==> src/rtl/cdb_arbiter.sv <==
// cdb_arbiter: round-robin sharing of one registered CDB between ALU (0), BRU (1) and LSU (2)
//   clk, rst             clock and synchronous active-high reset
//   flush_i              drops every held result and suppresses the grant of that cycle
//   {alu,bru,lsu}_*      valid/ready handshake plus data, prd, rd_used, rob_tag per unit
//   cdb_*_o              registered broadcast, one valid cycle per granted result
module cdb_arbiter #(
    parameter int DATA_W = 32,
    parameter int PREG_W = 7,
    parameter int TAG_W  = 5
) (
    input  logic              clk,
    input  logic              rst,
    input  logic              flush_i,
    input  logic              alu_valid_i,
    output logic              alu_ready_o,
    input  logic [DATA_W-1:0] alu_data_i,
    input  logic [PREG_W-1:0] alu_prd_i,
    input  logic              alu_rd_used_i,
    input  logic [TAG_W-1:0]  alu_rob_tag_i,
    input  logic              bru_valid_i,
    output logic              bru_ready_o,
    input  logic [DATA_W-1:0] bru_data_i,
    input  logic [PREG_W-1:0] bru_prd_i,
    input  logic              bru_rd_used_i,
    input  logic [TAG_W-1:0]  bru_rob_tag_i,
    input  logic              lsu_valid_i,
    output logic              lsu_ready_o,
    input  logic [DATA_W-1:0] lsu_data_i,
    input  logic [PREG_W-1:0] lsu_prd_i,
    input  logic              lsu_rd_used_i,
    input  logic [TAG_W-1:0]  lsu_rob_tag_i,
    output logic              cdb_valid_o,
    output logic [DATA_W-1:0] cdb_data_o,
    output logic [PREG_W-1:0] cdb_prd_o,
    output logic              cdb_rd_used_o,
    output logic [TAG_W-1:0]  cdb_rob_tag_o,
    output logic [1:0]        cdb_src_o
);
    logic [2:0]        w_in_v;
    logic [DATA_W-1:0] w_in_data [3];
    logic [PREG_W-1:0] w_in_prd [3];
    logic [2:0]        w_in_ru;
    logic [TAG_W-1:0]  w_in_tag [3];
    logic [2:0]        r_v;
    logic [DATA_W-1:0] r_data [3];
    logic [PREG_W-1:0] r_prd [3];
    logic [2:0]        r_ru;
    logic [TAG_W-1:0]  r_tag [3];
    logic [1:0]        r_rr;
    logic              r_cdb_v;
    logic [DATA_W-1:0] r_cdb_data;
    logic [PREG_W-1:0] r_cdb_prd;
    logic              r_cdb_ru;
    logic [TAG_W-1:0]  r_cdb_tag;
    logic [1:0]        r_cdb_src;
    logic [2:0]        w_grant;
    logic [1:0]        w_gidx;
    logic              w_any;
    logic [2:0]        w_ready;
    logic [2:0]        w_acc;
    assign w_in_v       = {lsu_valid_i, bru_valid_i, alu_valid_i};
    assign w_in_ru      = {lsu_rd_used_i, bru_rd_used_i, alu_rd_used_i};
    assign w_in_data[0] = alu_data_i;
    assign w_in_data[1] = bru_data_i;
    assign w_in_data[2] = lsu_data_i;
    assign w_in_prd[0]  = alu_prd_i;
    assign w_in_prd[1]  = bru_prd_i;
    assign w_in_prd[2]  = lsu_prd_i;
    assign w_in_tag[0]  = alu_rob_tag_i;
    assign w_in_tag[1]  = bru_rob_tag_i;
    assign w_in_tag[2]  = lsu_rob_tag_i;
    // Search rr_ptr, rr_ptr+1, rr_ptr+2 (mod 3); nothing is granted during reset or flush.
    always_comb begin
        logic [2:0] w_sum;
        logic [1:0] w_idx;
        w_grant = '0;
        w_gidx  = '0;
        w_any   = 1'b0;
        w_sum   = '0;
        w_idx   = '0;
        for (int k = 0; k < 3; k++) begin
            w_sum = {1'b0, r_rr} + 3'(k);
            w_idx = (w_sum >= 3'd3) ? 2'(w_sum - 3'd3) : w_sum[1:0];
            if (!w_any && r_v[w_idx] && !flush_i && !rst) begin
                w_any          = 1'b1;
                w_gidx         = w_idx;
                w_grant[w_idx] = 1'b1;
            end
        end
    end
    // A slot being granted this cycle can take a new result in the same edge.
    assign w_ready     = {3{!rst && !flush_i}} & (~r_v | w_grant);
    assign w_acc       = w_in_v & w_ready;
    assign alu_ready_o = w_ready[0];
    assign bru_ready_o = w_ready[1];
    assign lsu_ready_o = w_ready[2];
    always_ff @(posedge clk) begin
        if (rst) begin
            r_v        <= '0;
            r_rr       <= '0;
            r_cdb_v    <= 1'b0;
            r_cdb_data <= '0;
            r_cdb_prd  <= '0;
            r_cdb_ru   <= 1'b0;
            r_cdb_tag  <= '0;
            r_cdb_src  <= '0;
        end else if (flush_i) begin
            r_v     <= '0;
            r_cdb_v <= 1'b0;
        end else begin
            for (int x = 0; x < 3; x++) begin
                if (w_acc[x]) begin
                    r_v[x]    <= 1'b1;
                    r_data[x] <= w_in_data[x];
                    r_prd[x]  <= w_in_prd[x];
                    r_ru[x]   <= w_in_ru[x];
                    r_tag[x]  <= w_in_tag[x];
                end else if (w_grant[x]) begin
                    r_v[x] <= 1'b0;
                end
            end
            r_cdb_v <= w_any;
            if (w_any) begin
                r_rr       <= (w_gidx == 2'd2) ? 2'd0 : w_gidx + 2'd1;
                r_cdb_data <= r_data[w_gidx];
                r_cdb_prd  <= r_prd[w_gidx];
                r_cdb_ru   <= r_ru[w_gidx];
                r_cdb_tag  <= r_tag[w_gidx];
                r_cdb_src  <= w_gidx;
            end
        end
    end
    assign cdb_valid_o   = r_cdb_v;
    assign cdb_data_o    = r_cdb_data;
    assign cdb_prd_o     = r_cdb_prd;
    assign cdb_rd_used_o = r_cdb_ru;
    assign cdb_rob_tag_o = r_cdb_tag;
    assign cdb_src_o     = r_cdb_src;
endmodule

==> config.mk <==
export PLATFORM = sky130hd
export DESIGN_NAME = cdb_arbiter
export DESIGN_NICKNAME = d
export VERILOG_FILES = /design/src/rtl/cdb_arbiter.sv
export SDC_FILE = /design/constraint.sdc
export NUM_CORES = 1
export LEC_CHECK = 0
export ABC_AREA = 1
export CORE_ASPECT_RATIO = 0.7
export CORE_MARGIN = 2
export CORE_UTILIZATION = 43
export CTS_BUF_LIST = sky130_fd_sc_hd__clkbuf_8
export DETAILED_ROUTE_END_ITERATION = 10
export HOLD_SLACK_MARGIN = 0.05
export PLACE_DENSITY = 0.73
export SLEW_MARGIN = 20
export SYNTH_ARGS = -nofsm -noshare
export SYNTH_HDL_FRONTEND = slang
export SYNTH_SLANG_ARGS = --single-unit
export TNS_END_PERCENT = 10
==> constraint.sdc <==
create_clock -name clk -period 6.15 [get_ports clk]
set_input_delay 1.845 -clock clk [delete_from_list [all_inputs] [get_ports clk]]
set_output_delay 1.845 -clock clk [all_outputs]
set_load 0.02 [all_outputs]
[Word level (Yosys, flattened, before mapping)]
Memories as Yosys holds them, arrays and structs flattened. A register that Yosys moved wholly into a read port is not among the register bits.
Index checks and enable logic that the tools add are counted.
Storage, ports and cells
  memory bits (writable): 132
  bits in registers: 12
  word-level logic and storage cells: 107
  memories: 3
  input port bits: 141
Operators by class
  bitwise gates (word level): 8
  reduce and logical (&&, ||, !) cells: 24
  equal/unequal tests: 1
  muxes and demuxes: 45
  order comparisons: 10
  add/subtract/negate cells: 6
Memory list
  r_data: depth 3, width 32, read ports 1, clocked after Yosys merged registers in 1, write ports 3, line 45  | logic [DATA_W-1:0] r_data [3];
  r_prd: depth 3, width 7, read ports 1, clocked after Yosys merged registers in 1, write ports 3, line 46  | logic [PREG_W-1:0] r_prd [3];
  r_tag: depth 3, width 5, read ports 1, clocked after Yosys merged registers in 1, write ports 3, line 48  | logic [TAG_W-1:0] r_tag [3];
Operators with widths (count)
  1-bit 2-to-1 mux: 28
  2-bit 2-to-1 mux: 7
  1-bit logical AND: 12
  2-bit by 3-bit < comparator with 1-bit output (second input constant): 4
  3-bit 2-to-1 mux: 3
  3-bit OR: 3
  3-bit AND reduction: 3
  1-bit binary-select mux with 2-bit select: 4
  3-bit bitwise AND: 2
  1-bit demux with 2-bit select: 3
  2-bit by 1-bit >= comparator with 1-bit output (second input constant): 3
  3-bit by 2-bit >= comparator with 1-bit output (second input constant): 2
  2-bit nonzero test: 3
  2-bit subtractor (second input constant): 3
  1-bit logical NOT: 4
  2-bit by 1-bit adder with 3-bit output (second input constant): 1
  2-bit by 2-bit adder with 3-bit output (second input constant): 1
  3-bit NOT: 1
  2-bit by 1-bit adder with 2-bit output (second input constant): 1
  2-bit == test (second input constant): 1
  2-bit >= comparator (second input constant): 1
  1-bit NOT: 2
  2-bit AND reduction: 1
  2-bit OR reduction: 1

[Longest topological paths before layout]
  depth in word-level cells: 24
  depth in mapped cells: 19

[Worst setup path before layout]
OpenSTA, ideal clock, no wires.
  path kind: in2reg
  start: input port flush_i
  end: memory r_data[2][0], enable pin
  slack: -0.217 ns
  cell stages on the path: 6
  buffers on the path: 0
  library setup time: 0.509 ns
  arrival time: 5.858 ns
  cell sequence: nor2_2 nand2_2 nor2_8 nand2_4 o2111a_1 nor3b_1
RTL lines
  from (decl): line 13  | input logic flush_i,
  to (decl): line 45

[Worst setup path in the final report]
  start: input port rst
  end: output port alu_ready_o
On the way
  word-level cells in the longest chain between the ends: 15
  elaborated cells on any way between the ends: 20
  those cells by class: mux (5); bitwise (4); reduce/logical (11)
RTL lines
  from (decl): line 12  | input logic rst,
  1-bit logical NOT *: line 84, 92
  1-bit logical AND: line 84  | if (!w_any && r_v[w_idx] && !flush_i && !rst) begin
  1-bit 2-to-1 mux: line 84
  1-bit logical NOT: line 84
  1-bit logical AND (3 in a row): line 84
  1-bit 2-to-1 mux: line 84
  1-bit logical NOT: line 84
  1-bit logical AND (3 in a row): line 84
  3-bit 2-to-1 mux: line 84
  3-bit OR: line 92  | assign w_ready = {3{!rst && !flush_i}} & (~r_v | w_grant);
  3-bit bitwise AND *: line 92
  to (decl): line 15  | output logic alu_ready_o,
Every way passes the cells marked *; elsewhere a longest branch is shown, timed or not.

==> impl_results.md <==
- Pre-antenna DRT Iters: 4
- Worst EP arrival: a little over 4 ns
- Total via count in the routed design: 5201
- Worst Hold Class: reg2reg
- Num CTS Buffers: 17
- Layout cells sized above 1: between 10% and 20%
- First-pass GRT wire length: between 20000 and 30000 um
- RSZ-0062 raised after global routing: false
- Fillers: 1455
- Met2 Use GR: ~31%
- Max VDD drop: roughly 0.00021 V
- Worst-Margin Slew: roughly 1.0 ns
- Sum Neg Setup Slack: 0 ns
- Number of remaining DRC errors: 0
- Clock slew at reported path FFs: about 0.10 ns
- Internal power: 0.002529 W
- Detailed Place HPWL: ~11000 um
- Final setup violating endpoints: 0
- Starting density of the core: a little over two fifths
- Switching Share: between 30% and 40%
- Met3 GRT Util: slightly above 7%
- Combinational share of power: 36.3%
- Pwr per Cell Area: around 400 mW/mm^2
- Critical-path top delay cell: clkdlybuf4s50_1
- Die Y: 114.3 um
- Post-route ant nets: 0
- Commonest non-fill, non-tap cell in the layout: nand2_1
- MaxCap Viol Count: 0
- CTS tree: done
- Total power: about 0.004 W
- Initial antenna violation count: 1
- Root Buffer Master: clkbuf_8
- Startpoint Class: input pin
- Grt total ovfl: 0
- Die X: 161.6 um
- # diodes: 0
- Fin crit period: roughly 5.9 ns
- CTS sink cnt: roughly 190
- Synth Flop Type: edfxtp_1
- Post-synth EDFFs: 135
- Port buffer count: 191
- Core area: between 0.015 and 0.02 sq mm
- Met1 usage: between 20% and 30%
- Detailed-route wire length: 17880 um
- Core Rows: 40
- WL per Instance: approximately 16 um
- Count of final hold-check violations: 0
- Final nets: about 1000
- CTS Hold Bufs: 0
- CTS Buffer Depth: 2
- Post-Syn Instances: 709
- H-tree level count: 4
- Vias per inst: about 4.5
- Yosys cell types: 30
- Async SR Flop Fraction: 0%
- Total Die Area: around 0.018 sq mm
- Syn Nets: roughly 850
- Static Leak: between 4 and 5 nW
- Most frequent cells in the layout: nand2_1 (337), clkdlybuf4s50_1 (191), edfxtp_1 (135)
- Global Route Usage Sum: between 10% and 20%
- Vias in the first global route: 4966
- Sequential share of power: 42.0%
- Crit. End Element: output port
- Slew Limit Fails: 0
- Switch Pwr: ~0.0014 W
- Clk pwr share: a little over a fifth
- YS warnings: 0
- Worst skew pair latency: between 0.4 and 0.5 ns
- Largest net degree at the start of global routing: 47
- Max FO, Critical Path: 5
- Cell area after synthesis: roughly 0.0075 sq mm
- CP Class: in2out
- CP required: between 4 and 5 ns
- CTS resizes: 0
- Average instance area after synthesis: about 11 sq um
- Final Cycle Share: 95.72%
- Status: complete, no violations
- Relative slew slack: ~32%
- Layer with the highest usage: met2
- Area added between synthesis and finish: 33.12%
- Worst-path cell chain: clkdlybuf4s50_1 -> nor2_2 -> nand3_1 -> nand2_4 -> nor2_1 -> nor3_1 -> nor2_1 -> clkdlybuf4s50_1
- Register bit total from synthesis: approximately 190
- Post-synthesis sequential area ratio: roughly 68%
- Placer Congestion: approximately 0.84
- Fmax: approximately 0.17 GHz
- Post-CTS Setup Bufs: 0
- Max stage delay on crit path: between 0.5 and 0.6 ns
- Layout Skew: roughly 0.017 ns
- Iter 0 DRT Violations: about 400
- Ports: approximately 190
==> final cells by class <==
| cell class | instances | area [sq um] | share of cell area [%] |
|---|---|---|---|
| Multi-Input combinational cell | 433 | 1923 | 19.33 |
| Sequential cell | 188 | 5115 | 51.41 |
| Tap cell | 231 | 289.0 | 2.905 |
| Inverter | 66 | 250.2 | 2.515 |
| Clock inverter | 15 | 180.2 | 1.811 |
| Timing Repair Buffer | 197 | 1957 | 19.67 |
| Clock buffer | 17 | 234.0 | 2.352 |
==> flip-flops by register name (all words and copies together), names as in the netlist <==
signal	count
r_ru	3
r_rr	2
r_prd	21
cdb_valid_o	1
cdb_prd_o	7
cdb_data_o	32
r_data	96
r_tag	15
cdb_src_o	2
cdb_rob_tag_o	5
cdb_rd_used_o	1
r_v	3
==> worst max-delay path, delay by kind of cell <==
kind	cells	cell delay [ns]
buffers and inverters	2	1.07
AND/OR/NAND/NOR	6	1.13
==> final timing paths <==
check	start	endpoint	slack (ns)	cells past startpoint
max	rst	alu_ready_o	0.26	8
max reg2reg	r_rr[0]$_SDFFE_PP0P_	cdb_data_o[6]$_SDFFE_PP0P_	2.91	15
min reg2reg	r_ru[1]$_DFFE_PP_	cdb_rd_used_o$_SDFFE_PP0P_	0.45	2
min	r_ru[1]$_DFFE_PP_	cdb_rd_used_o$_SDFFE_PP0P_	0.45	2
==> layer usage <==
layer | up-vias | wire [um]
met4 | 2 | 229
met5 | - | 11
met1 | 2375 | 8007
met3 | 21 | 1753
met2 | 192 | 7876
li1 | 2611 | -
==> through the flow <==
step | std cells | instance area [sq um] | setup WS, ns | utilization, % | hold slack [ns]
after global routing | 1147 | 9948 | 0.07566 | 58.29 | 0.5037
final | 1147 | 9948 | 0.2633 | 58.29 | 0.4504
after global placement | 1115 | 9534 | 0.2904 | 55.87 | 0.4258
after CTS | 1147 | 9948 | 0.2394 | 58.29 | 0.4530
after detailed placement | 1115 | 9534 | 0.2461 | 55.87 | 0.4279
after floorplan | 709 | 7478 | -0.1197 | - | 0.4190
==> power groups by stage <==
stage	combinational (W)	clock, W	sequential [W]
floorplan	0.000718	0	0.00188
finish	0.00144	0.000859	0.00166
CTS	0.00145	0.000879	0.00167
global route	0.00159	0.000922	0.00169
global placement	0.00144	0	0.00169
detailed placement	0.00145	0	0.00169
==> cells in the mapped netlist, types with 2 or more instances <==
| library cell | instances | area [sq um] |
|---|---|---|
| a21oi_1 | 2 | 10.01 |
| buf_12 | 4 | 80.08 |
| buf_2 | 5 | 25.02 |
| buf_4 | 4 | 30.03 |
| buf_6 | 5 | 56.30 |
| clkbuf_1 | 4 | 15.01 |
| dfxtp_1 | 53 | 1061 |
| edfxtp_1 | 135 | 4054 |
| ha_1 | 4 | 50.05 |
| inv_1 | 61 | 229.0 |
| inv_2 | 4 | 15.01 |
| nand2_1 | 337 | 1265 |
| nand2_2 | 43 | 269.0 |
| nand3_1 | 9 | 45.04 |
| nor2_1 | 15 | 56.30 |
| nor2_2 | 2 | 12.51 |
| nor2_4 | 2 | 22.52 |
| nor2_8 | 2 | 40.04 |
| nor3_1 | 3 | 15.01 |
| nor3b_1 | 4 | 30.03 |
| o21ai_0 | 2 | 10.01 |
==> cells by family (layout without fill, tap and decap cells) <==
group / count (synthesis) / after routing / share of synthesized area [%]
simple gates: 420 / 420 / 23.96
fa+ha+maj: 4 / 4 / 0.6697
buf+inv: 88 / 295 / 6.111
flops: 188 / 188 / 68.44
compound gates: 9 / 9 / 0.8205
Note: power is estimated with default switching activity, not from simulation.
